**src/rtl/mac_share_arbiter.sv**
```systemverilog
// rtl/mac_share_arbiter.sv - round-robin arbiter and sequencer for the shared multiply/add unit
// Registered outputs; one requester owns the unit from grant until its done pulse.
module mac_share_arbiter #(
  parameter int NUM_REQ   = 3,
  parameter int LOOPS_MUL = 10,
  parameter int LOOPS_ADD = 10,
  parameter int CNT_WIDTH = 4
) (
  input  logic               clk,
  input  logic               rst_n,
  input  logic [NUM_REQ-1:0] req,
  input  logic [NUM_REQ-1:0] op_sel,
  output logic [NUM_REQ-1:0] grant,
  output logic [1:0]         src_sel,
  output logic               mul_en,
  output logic               add_en,
  output logic [NUM_REQ-1:0] done,
  output logic               busy
);

  typedef enum logic [1:0] {
    IDLE = 2'd0,
    MUL  = 2'd1,
    ADD  = 2'd2,
    DONE = 2'd3
  } state_t;

  localparam logic [CNT_WIDTH-1:0] MUL_LAST  = CNT_WIDTH'(LOOPS_MUL - 1);
  localparam logic [CNT_WIDTH-1:0] ADD_LAST  = CNT_WIDTH'(LOOPS_ADD - 1);
  localparam logic [1:0]           LAST_INIT = 2'(NUM_REQ - 1);

  state_t               state, state_nxt;
  logic [CNT_WIDTH-1:0] cnt, cnt_nxt;
  logic [1:0]           last_grant, last_grant_nxt;
  logic [1:0]           src_sel_nxt;
  logic [NUM_REQ-1:0]   grant_nxt;
  logic [NUM_REQ-1:0]   done_nxt;
  logic                 mul_en_nxt;
  logic                 add_en_nxt;

  // Pad to four lanes so a 2-bit index is legal for any NUM_REQ in range.
  logic [3:0] req_pad;
  logic [3:0] op_pad;
  always_comb begin
    req_pad                = '0;
    op_pad                 = '0;
    req_pad[NUM_REQ-1:0]   = req;
    op_pad[NUM_REQ-1:0]    = op_sel;
  end

  logic       win_found;
  logic [1:0] winner;
  logic [3:0] win_onehot;
  int         idx_int;

  always_comb begin
    win_found = 1'b0;
    winner    = 2'd0;
    idx_int   = 0;
    for (int i = 1; i <= NUM_REQ; i++) begin
      idx_int = (int'(last_grant) + i) % NUM_REQ;
      if (!win_found && req_pad[idx_int[1:0]]) begin
        win_found = 1'b1;
        winner    = idx_int[1:0];
      end
    end
  end

  assign win_onehot = 4'b0001 << winner;

  always_comb begin
    state_nxt      = state;
    cnt_nxt        = cnt;
    last_grant_nxt = last_grant;
    src_sel_nxt    = src_sel;
    grant_nxt      = grant;
    done_nxt       = '0;
    mul_en_nxt     = 1'b0;
    add_en_nxt     = 1'b0;
    case (state)
      IDLE: begin
        grant_nxt = '0;
        if (win_found) begin
          src_sel_nxt = winner;
          grant_nxt   = win_onehot[NUM_REQ-1:0];
          cnt_nxt     = '0;
          if (op_pad[winner]) begin
            state_nxt  = ADD;
            add_en_nxt = 1'b1;
          end else begin
            state_nxt  = MUL;
            mul_en_nxt = 1'b1;
          end
        end
      end
      MUL: begin
        cnt_nxt = cnt + CNT_WIDTH'(1);
        if (cnt == MUL_LAST) begin
          state_nxt = DONE;
          done_nxt  = grant;
        end else begin
          mul_en_nxt = 1'b1;
        end
      end
      ADD: begin
        cnt_nxt = cnt + CNT_WIDTH'(1);
        if (cnt == ADD_LAST) begin
          state_nxt = DONE;
          done_nxt  = grant;
        end else begin
          add_en_nxt = 1'b1;
        end
      end
      DONE: begin
        last_grant_nxt = src_sel;
        grant_nxt      = '0;
        state_nxt      = IDLE;
      end
      default: state_nxt = IDLE;
    endcase
  end

  always_ff @(posedge clk) begin
    if (!rst_n) begin
      state      <= IDLE;
      cnt        <= '0;
      last_grant <= LAST_INIT;
      src_sel    <= 2'd0;
      grant      <= '0;
      done       <= '0;
      mul_en     <= 1'b0;
      add_en     <= 1'b0;
      busy       <= 1'b0;
    end else begin
      state      <= state_nxt;
      cnt        <= cnt_nxt;
      last_grant <= last_grant_nxt;
      src_sel    <= src_sel_nxt;
      grant      <= grant_nxt;
      done       <= done_nxt;
      mul_en     <= mul_en_nxt;
      add_en     <= add_en_nxt;
      busy       <= (state_nxt != IDLE);
    end
  end

endmodule

```
**config.mk**
```make
export PLATFORM = sky130hd
export DESIGN_NAME = mac_share_arbiter
export DESIGN_NICKNAME = d
export VERILOG_FILES = /design/src/rtl/mac_share_arbiter.sv
export SDC_FILE = /design/constraint.sdc
export NUM_CORES = 1
export LEC_CHECK = 0
export ABC_AREA = 1
export CORE_AREA = 2 2 58 71
export CTS_CLUSTER_DIAMETER = 100
export DETAILED_ROUTE_END_ITERATION = 8
export DIE_AREA = 0 0 60 73
export SKIP_LAST_GASP = 1
export SLEW_MARGIN = 20
export SYNTH_ARGS = -nofsm -noshare
export SYNTH_HDL_FRONTEND = slang
export SYNTH_SLANG_ARGS = --single-unit
```
**constraint.sdc**
```tcl
create_clock -name clk -period 2.12 [get_ports clk]
set_input_delay 0.318 -clock clk [delete_from_list [all_inputs] [get_ports clk]]
set_output_delay 0.318 -clock clk [all_outputs]
set_load 0.02 [all_outputs]
```
==> results of run 1 <==
power by group:
| group | internal [µW] | switching, µW | leakage [µW] |
|---|---|---|---|
| registers | 454 | 56.9 | 0.000156 |
| logic | 438 | 703 | 0.000503 |
| clock network | 130 | 115 | 0.0000255 |
Yosys cell counts (all sizes together):
library cell,number
nor2,9
inv,32
o21a,1
nand3,18
a21oi,11
or2,1
o22ai,1
a211oi,2
o21ai,9
and3,1
nand2,35
ha,10
o32ai,2
nand4,4
nor3,3
dfxtp,19
layer usage:
layer | track usage, % | vias to the layer above | routed length, µm
li1 | - | 561 | -
met1 | 14.86 | 452 | 1070
met2 | 20.77 | 28 | 1197
met3 | 2.305 | 6 | 109
met4 | 3.457 | 0 | 40
met5 | 0 | - | 0
registers in the layout (all words and copies together) (netlist names):
| name | cells |
|---|---|
| grant | 3 |
| cnt | 4 |
| state | 2 |
| src_sel | 2 |
| done | 3 |
| busy | 1 |
| mul_en | 1 |
| last_grant | 2 |
| add_en | 1 |
final timing paths:
path	from	to	cells after the start
worst max register to register	last_grant[1]$_SDFFE_PN1N_	cnt[3]$_SDFFE_PN0P_	14
worst min-delay path	grant[0]$_SDFFE_PN0P_	done[0]$_SDFF_PN0_	2
worst max-delay path	last_grant[1]$_SDFFE_PN1N_	cnt[3]$_SDFFE_PN0P_	14
worst min register to register	grant[0]$_SDFFE_PN0P_	done[0]$_SDFF_PN0_	2
cells by family after synthesis:
group / synth area share (%)
AO/OA/AOI/OAI: 13.11
AND/OR/NAND/NOR: 33.37
flip-flops: 32.41
adder cells (fa/ha/maj): 10.66
buffers and inverters: 10.45
repair_timing:
item                                    4_1_cts  5_1_grt
endpoints found under the setup margin        0        6
hold endpoints to repair                      0        0
gates resized for setup                       0        3
area by class of cell:
type                            count  area [µm²]
Clock inverter                      1       5.005
Inverter                           32       122.6
Timing Repair Buffer               19       187.7
Fill cell                         395        2297
Multi-Input combinational cell    107       683.2
Sequential cell                    19       380.4
Clock buffer                        3       41.29
Tap cell                           54       67.56
metrics by stage:
step	total power, µW	setup slack [ps]	std cells	cell area [µm²]	hold WS [ps]
2_1_floorplan	1349	305.8	158	1174	434.4
3_3_place_gp	1655	19.66	231	1429	449.2
3_5_place_dp	1648	53.60	231	1429	457.7
4_1_cts	1903	60.80	235	1475	469.6
5_1_grt	2082	11.63	235	1488	503.4
6_report	1897	222.8	235	1488	463.0
worst register-to-register path, stage by stage, from the launching register on:
cell and delay, ps:
dfxtp_1 380, inv_1 90, ha_1 240, inv_2 110
nand2_1 70, nand3_1 60, nand2_1 120, inv_1 120
nand3_4 90, nand2_4 90, inv_4 60, nor2_8 100
inv_2 60, a21oi_1 150, nor3_2 60
==> impl_results.md, run 1 <==
- CTS buffer count: 3
- Final HPWL DP: 1966 µm
- Setup crit end kind: flip-flop
- Nets: 200
- Worst Path Max Fanout: 6
- GPL Wtd Cong: 0.8793
- Pwr/cell area: 1275 nW/µm²
- Avg WL per Cell: 10.29 µm
- Slew margin rel.: 80.89%
- Vias in the first global route: 1000
- Flops & latches, synth: 19
- Die Ht: 73 µm
- Top-area cell type share of the netlist area: 32.41%
- Area Overhead vs Synth: 26.76%
- Die X-Extent: 60 µm
- Slowest CP cell: dfxtp_1
- Post-CTS Hold Buffers: 0
- Pins over their slew limit: 0
- Antenna cells: 0
- Max_cap viols: 0
- Status: finished, final reports clean
- Max Buffers Root-to-Sink: 2
- FMAX: 0.5271 GHz
- Placeable Area: 3785 µm²
- Class of the worst hold path: reg -> reg
- Final clock skew: 5.544 ps
- Post-Syn Instances: 158
- Syn nets: 176
- Drt drc: 0
- Count of final hold-check violations: 0
- Setup crit start kind: flip-flop
- Largest net degree at the start of global routing: 12
- Num rows: 25
- Port Buffer Count: 18
- Synth cell types: 27
- CTS tree: yes
- H-tree levels: 1
- CP Buf/Inv Count: 5
- Initial Util: 31.01%
- Vias per inst: 4.455
- Synthesized area per cell: 7.428 µm²
- Initial antenna violation count: 0
- Yosys warns: 0
- Period utilization: 89.49%
- Tmin final: 1897 ps
- Vias: 1047
- Top post-synthesis cells by area: dfxtp_1 (32%), ha_1 (11%), nand2_1 (9.6%)
- RSZ-0062 raised after global routing: no
- Critical path class: reg -> reg
- Max IR drop VDD: 0.4983 mV
- Io pins: 19
- Worst-Margin Slew: 284.8 ps
- Synthesized cell area: 1174 µm²
- Clock Latency Late Sink: 250 ps
- DIE AREA: 4380 µm²
- GR Overflow Total: 0
- Crit-path cells: inv_1 > ha_1 > inv_2 > nand2_1 > nand3_1 > nand2_1 > inv_1 > nand3_4 > nand2_4 > inv_4 > nor2_8 > inv_2 > a21oi_1 > nor3_2
- Setup TNS: 0 ps
- Cell family with most CP delay: simple AND/OR/NAND/NOR gates
- Leading area contributor after synthesis: dfxtp_1
- 1st-pass router iterations: 4
- Antenna Violating Nets Remaining: 0
- Final setup fails: 0
- Clock transition at path regs: 70 ps
- Routed WL: 2417 µm
- WP data arrival: 2050 ps
- Post-CTS Setup Bufs: 0
- Fin util: 39.31%
- Static Leak: 0.0006844 µW
- Total GRT Usage: 12.02%
- CP Data Required Time: 2270 ps
- Drt initial violations: 36
- Commonest non-fill, non-tap cells in the layout: nand2_1 (30), inv_1 (25), dfxtp_1 (19)
- Most common cell after layout, fill and taps aside: nand2_1
- Post-synthesis sequential area ratio: 32.41%
- Clk root buf: clkbuf_8
- Layout cell share with drive strength beyond 1: 16.02%
- Reg2reg setup slack: 220 ps
- Slowest stage delay, CP: 380 ps
- First-pass GRT wire length: 4153 µm
- CTS sink cnt: 19
(Power assumes the default switching activity.)
==> inputs of run 2 (changes only) <==
- CELL_PAD_IN_SITES_DETAIL_PLACEMENT: unset -> 1
- CELL_PAD_IN_SITES_GLOBAL_PLACEMENT: unset -> 2
- CORE_AREA: 2 2 58 71 -> 2 2 64 78
- DIE_AREA: 0 0 60 73 -> 0 0 66 80
- PLACE_DENSITY: unset -> 0.8
- clock period: 2.12 -> 1.7 ns (I/O delays scaled with it)
==> run 2 against run 1 <==
Net effect:
- the flow now finishes with violations (setup timing)
- total power is 60% higher
- global-route usage is 1.8 points higher
- worst hold slack better by 2.1 ps
- clock skew shrank 1.5 ps
- largest cell class unchanged
==> impl_results.md, run 2 (synthesized netlist as in run 1, its figures left out) <==
- Largest net degree at the start of global routing: 12 (unchanged)
- RSZ-0062 raised after global routing: yes
- Die X-Extent: 66 µm (+10%)
- Largest Register: cnt
- Drt drc: 0 (unchanged)
- Nets: 229 (+14%)
- Reg2reg setup slack: -110 ps (-340 ps)
- Pins over their slew limit: 0 (unchanged)
- Port Buffer Count: 18 (unchanged)
- Max Buffers Root-to-Sink: 2 (unchanged)
- 1st-pass router iterations: 4 (unchanged)
- Max_cap viols: 0 (unchanged)
- WP data arrival: 2000 ps (-50 ps)
- Setup crit start kind: flip-flop
- Final setup margin: -113.2 ps (-336.0 ps)
- Hold path cells: 2 (unchanged)
- Failing checks: setup timing
- Vias: 1218 (+16%)
- Count of final hold-check violations: 0 (unchanged)
- Initial antenna violation count: 0 (unchanged)
- Placed cells: 257 (+11%)
- Max IR drop VDD: 0.9321 mV (+87%)
- Final clock skew: 4.055 ps (-1.490 ps)
- Critical path class: reg -> reg
- Max reg flops: 4 (unchanged)
- GPL Wtd Cong: 0.9328 (+6.1%)
- Layout cell share with drive strength beyond 1: 39.05% (+23 points)
- Clock Latency Late Sink: 260 ps (about the same)
- FF-to-FF path depth: 13 (-1)
- CTS buffer count: 3 (unchanged)
- Worst-Margin Slew: 378.5 ps (+93.69 ps)
- Class of the worst hold path: reg -> reg
- Fin util: 40.05% (+0.74 points)
- DIE AREA: 5280 µm² (+21%)
- Avg WL per Cell: 13.01 µm (+27%)
- Setup TNS: -831.5 ps (-831.5 ps)
- Antenna cells: 0 (unchanged)
- Status: finished with violations
- Slew margin rel.: 74.74% (-6.1 points)
- GR Overflow Total: 0 (unchanged)
- FMAX: 0.5515 GHz (+4.6%)
- Antenna Violating Nets Remaining: 0 (unchanged)
- Period utilization: 106.7% (+17 points)
- CP Data Required Time: 1890 ps (-380 ps)
- Worst flop-to-flop path startpoint: last_grant[0]$_SDFFE_PN0N_
- Area Overhead vs Synth: 54.48%
- R2R Path End: cnt[3]$_SDFFE_PN0P_
- Total GRT Usage: 13.85% (+1.8 points)
- Setup crit end kind: flip-flop
- Static Leak: 0.0008311 µW (+21%)
- Pwr/cell area: 1676 nW/µm² (+31%)
- Final setup fails: 11 (+11)
- H-tree levels: 1 (unchanged)
- Most common cell after layout, fill and taps aside: buf_4
- Drt initial violations: 24 (-33%)
- Non-filler instance count after layout: 268 (+14%)
- Fillers: 572 (+45%)
- Final HPWL DP: 2662 µm (+35%)
- CTS tree: yes
- Tmin final: 1813 ps (-84.01 ps)
- Placeable Area: 4527 µm² (+20%)
- Die Ht: 80 µm (+9.6%)
- Vias per inst: 4.545 (+2.0%)
- CTS sink cnt: 19 (unchanged)
- Io pins: 19 (unchanged)
- Routed WL: 3487 µm (+44%)
- Clock transition at path regs: 70 ps (about the same)
- Vias in the first global route: 1287 (+29%)
- Num rows: 27 (+8.0%)
- Initial Util: 25.93% (-5.1 points)
- Hold Path End: done[2]$_SDFF_PN0_
- First-pass GRT wire length: 5678 µm (+37%)
- Commonest non-fill, non-tap cells in the layout: buf_4 (30), nand2_1 (26), inv_1 (23)
- Worst Path Max Fanout: 8 (+2)
- Hold path startpoint: grant[2]$_SDFFE_PN0P_
- Setup WS pre-CTS: -344.0 ps (-397.6 ps)
- Biggest regs: cnt: 4 flops, done: 3 flops, grant: 3 flops
- Clk root buf: clkbuf_8
## run 2: repair_timing
item	4_1_cts	5_1_grt
endpoints found under the setup margin	14	14
pin swaps	12	6
setup buffers	5	2
gates resized for setup	25	5
hold buffers	0	0
## run 2: worst max-delay path by stage
| stage | depth (start not counted) | to | from | slack (ps) |
|---|---|---|---|---|
| 3_5_place_dp | 12 | busy$_SDFF_PN0_ | req[2] | -340 |
| 6_report | 13 | cnt[3]$_SDFFE_PN0P_ | last_grant[0]$_SDFFE_PN0N_ | -110 |
| 5_1_grt | 15 | state[1]$_SDFF_PN0_ | last_grant[0]$_SDFFE_PN0N_ | -230 |
| 4_1_cts | 15 | busy$_SDFF_PN0_ | last_grant[0]$_SDFFE_PN0N_ | -120 |
| 2_1_floorplan | 17 | busy$_SDFF_PN0_ | last_grant[0]$_SDFFE_PN0N_ | 4 |
| 3_3_place_gp | 14 | busy$_SDFF_PN0_ | req[2] | -230 |
## run 2: layer usage
| layer | up-vias | GRT usage (%) | routed length (µm) | part of all wire (%) |
|---|---|---|---|---|
| met5 | - | 0 | 0 | 0 |
| met4 | 0 | 5.714 | 77 | 2.2 |
| met3 | 8 | 1.410 | 80 | 2.3 |
| met2 | 16 | 26.16 | 1866 | 54 |
| met1 | 581 | 15.44 | 1462 | 42 |
| li1 | 613 | - | - | - |
## run 2: metrics by stage
step / hold slack, ps / total power (µW) / area, µm²
2_1_floorplan: 371.4 / 1704 / 1192
3_3_place_gp: 459.7 / 2382 / 1618
3_5_place_dp: 458.7 / 2431 / 1618
4_1_cts: 468.9 / 2984 / 1779
5_1_grt: 498.3 / 3273 / 1813
6_report: 465.1 / 3038 / 1813
## run 2: critical path: stages (launching register included)
cell     delay [ps]
dfxtp_2         340
inv_2            60
ha_4            310
inv_4            40
nand2_2          50
nand3_2          80
nand2_4         130
nand3_4         120
nand2_4         110
inv_6            50
nor2_8          140
inv_4            50
and3_1          150
nor3_2          110
## run 2: cell type report
cell class	count	area, µm²	share of cell area (%)
Tap cell	58	72.57	4.003
Inverter	32	132.6	7.315
Clock buffer	3	41.29	2.277
Clock inverter	1	5.005	0.2761
Multi-Input combinational cell	107	773.2	42.65
Timing Repair Buffer	48	405.4	22.36
Sequential cell	19	382.9	21.12
## run 2: power by group
| part | internal [µW] | total (µW) | leakage [µW] | switching [µW] |
|---|---|---|---|---|
| Combinational | 950 | 2070 | 0.000650 | 1120 |
| Clock | 163 | 316 | 0.0000255 | 153 |
| Sequential | 568 | 647 | 0.000156 | 79.5 |
| Total | 1680 | 3040 | 0.000831 | 1360 |
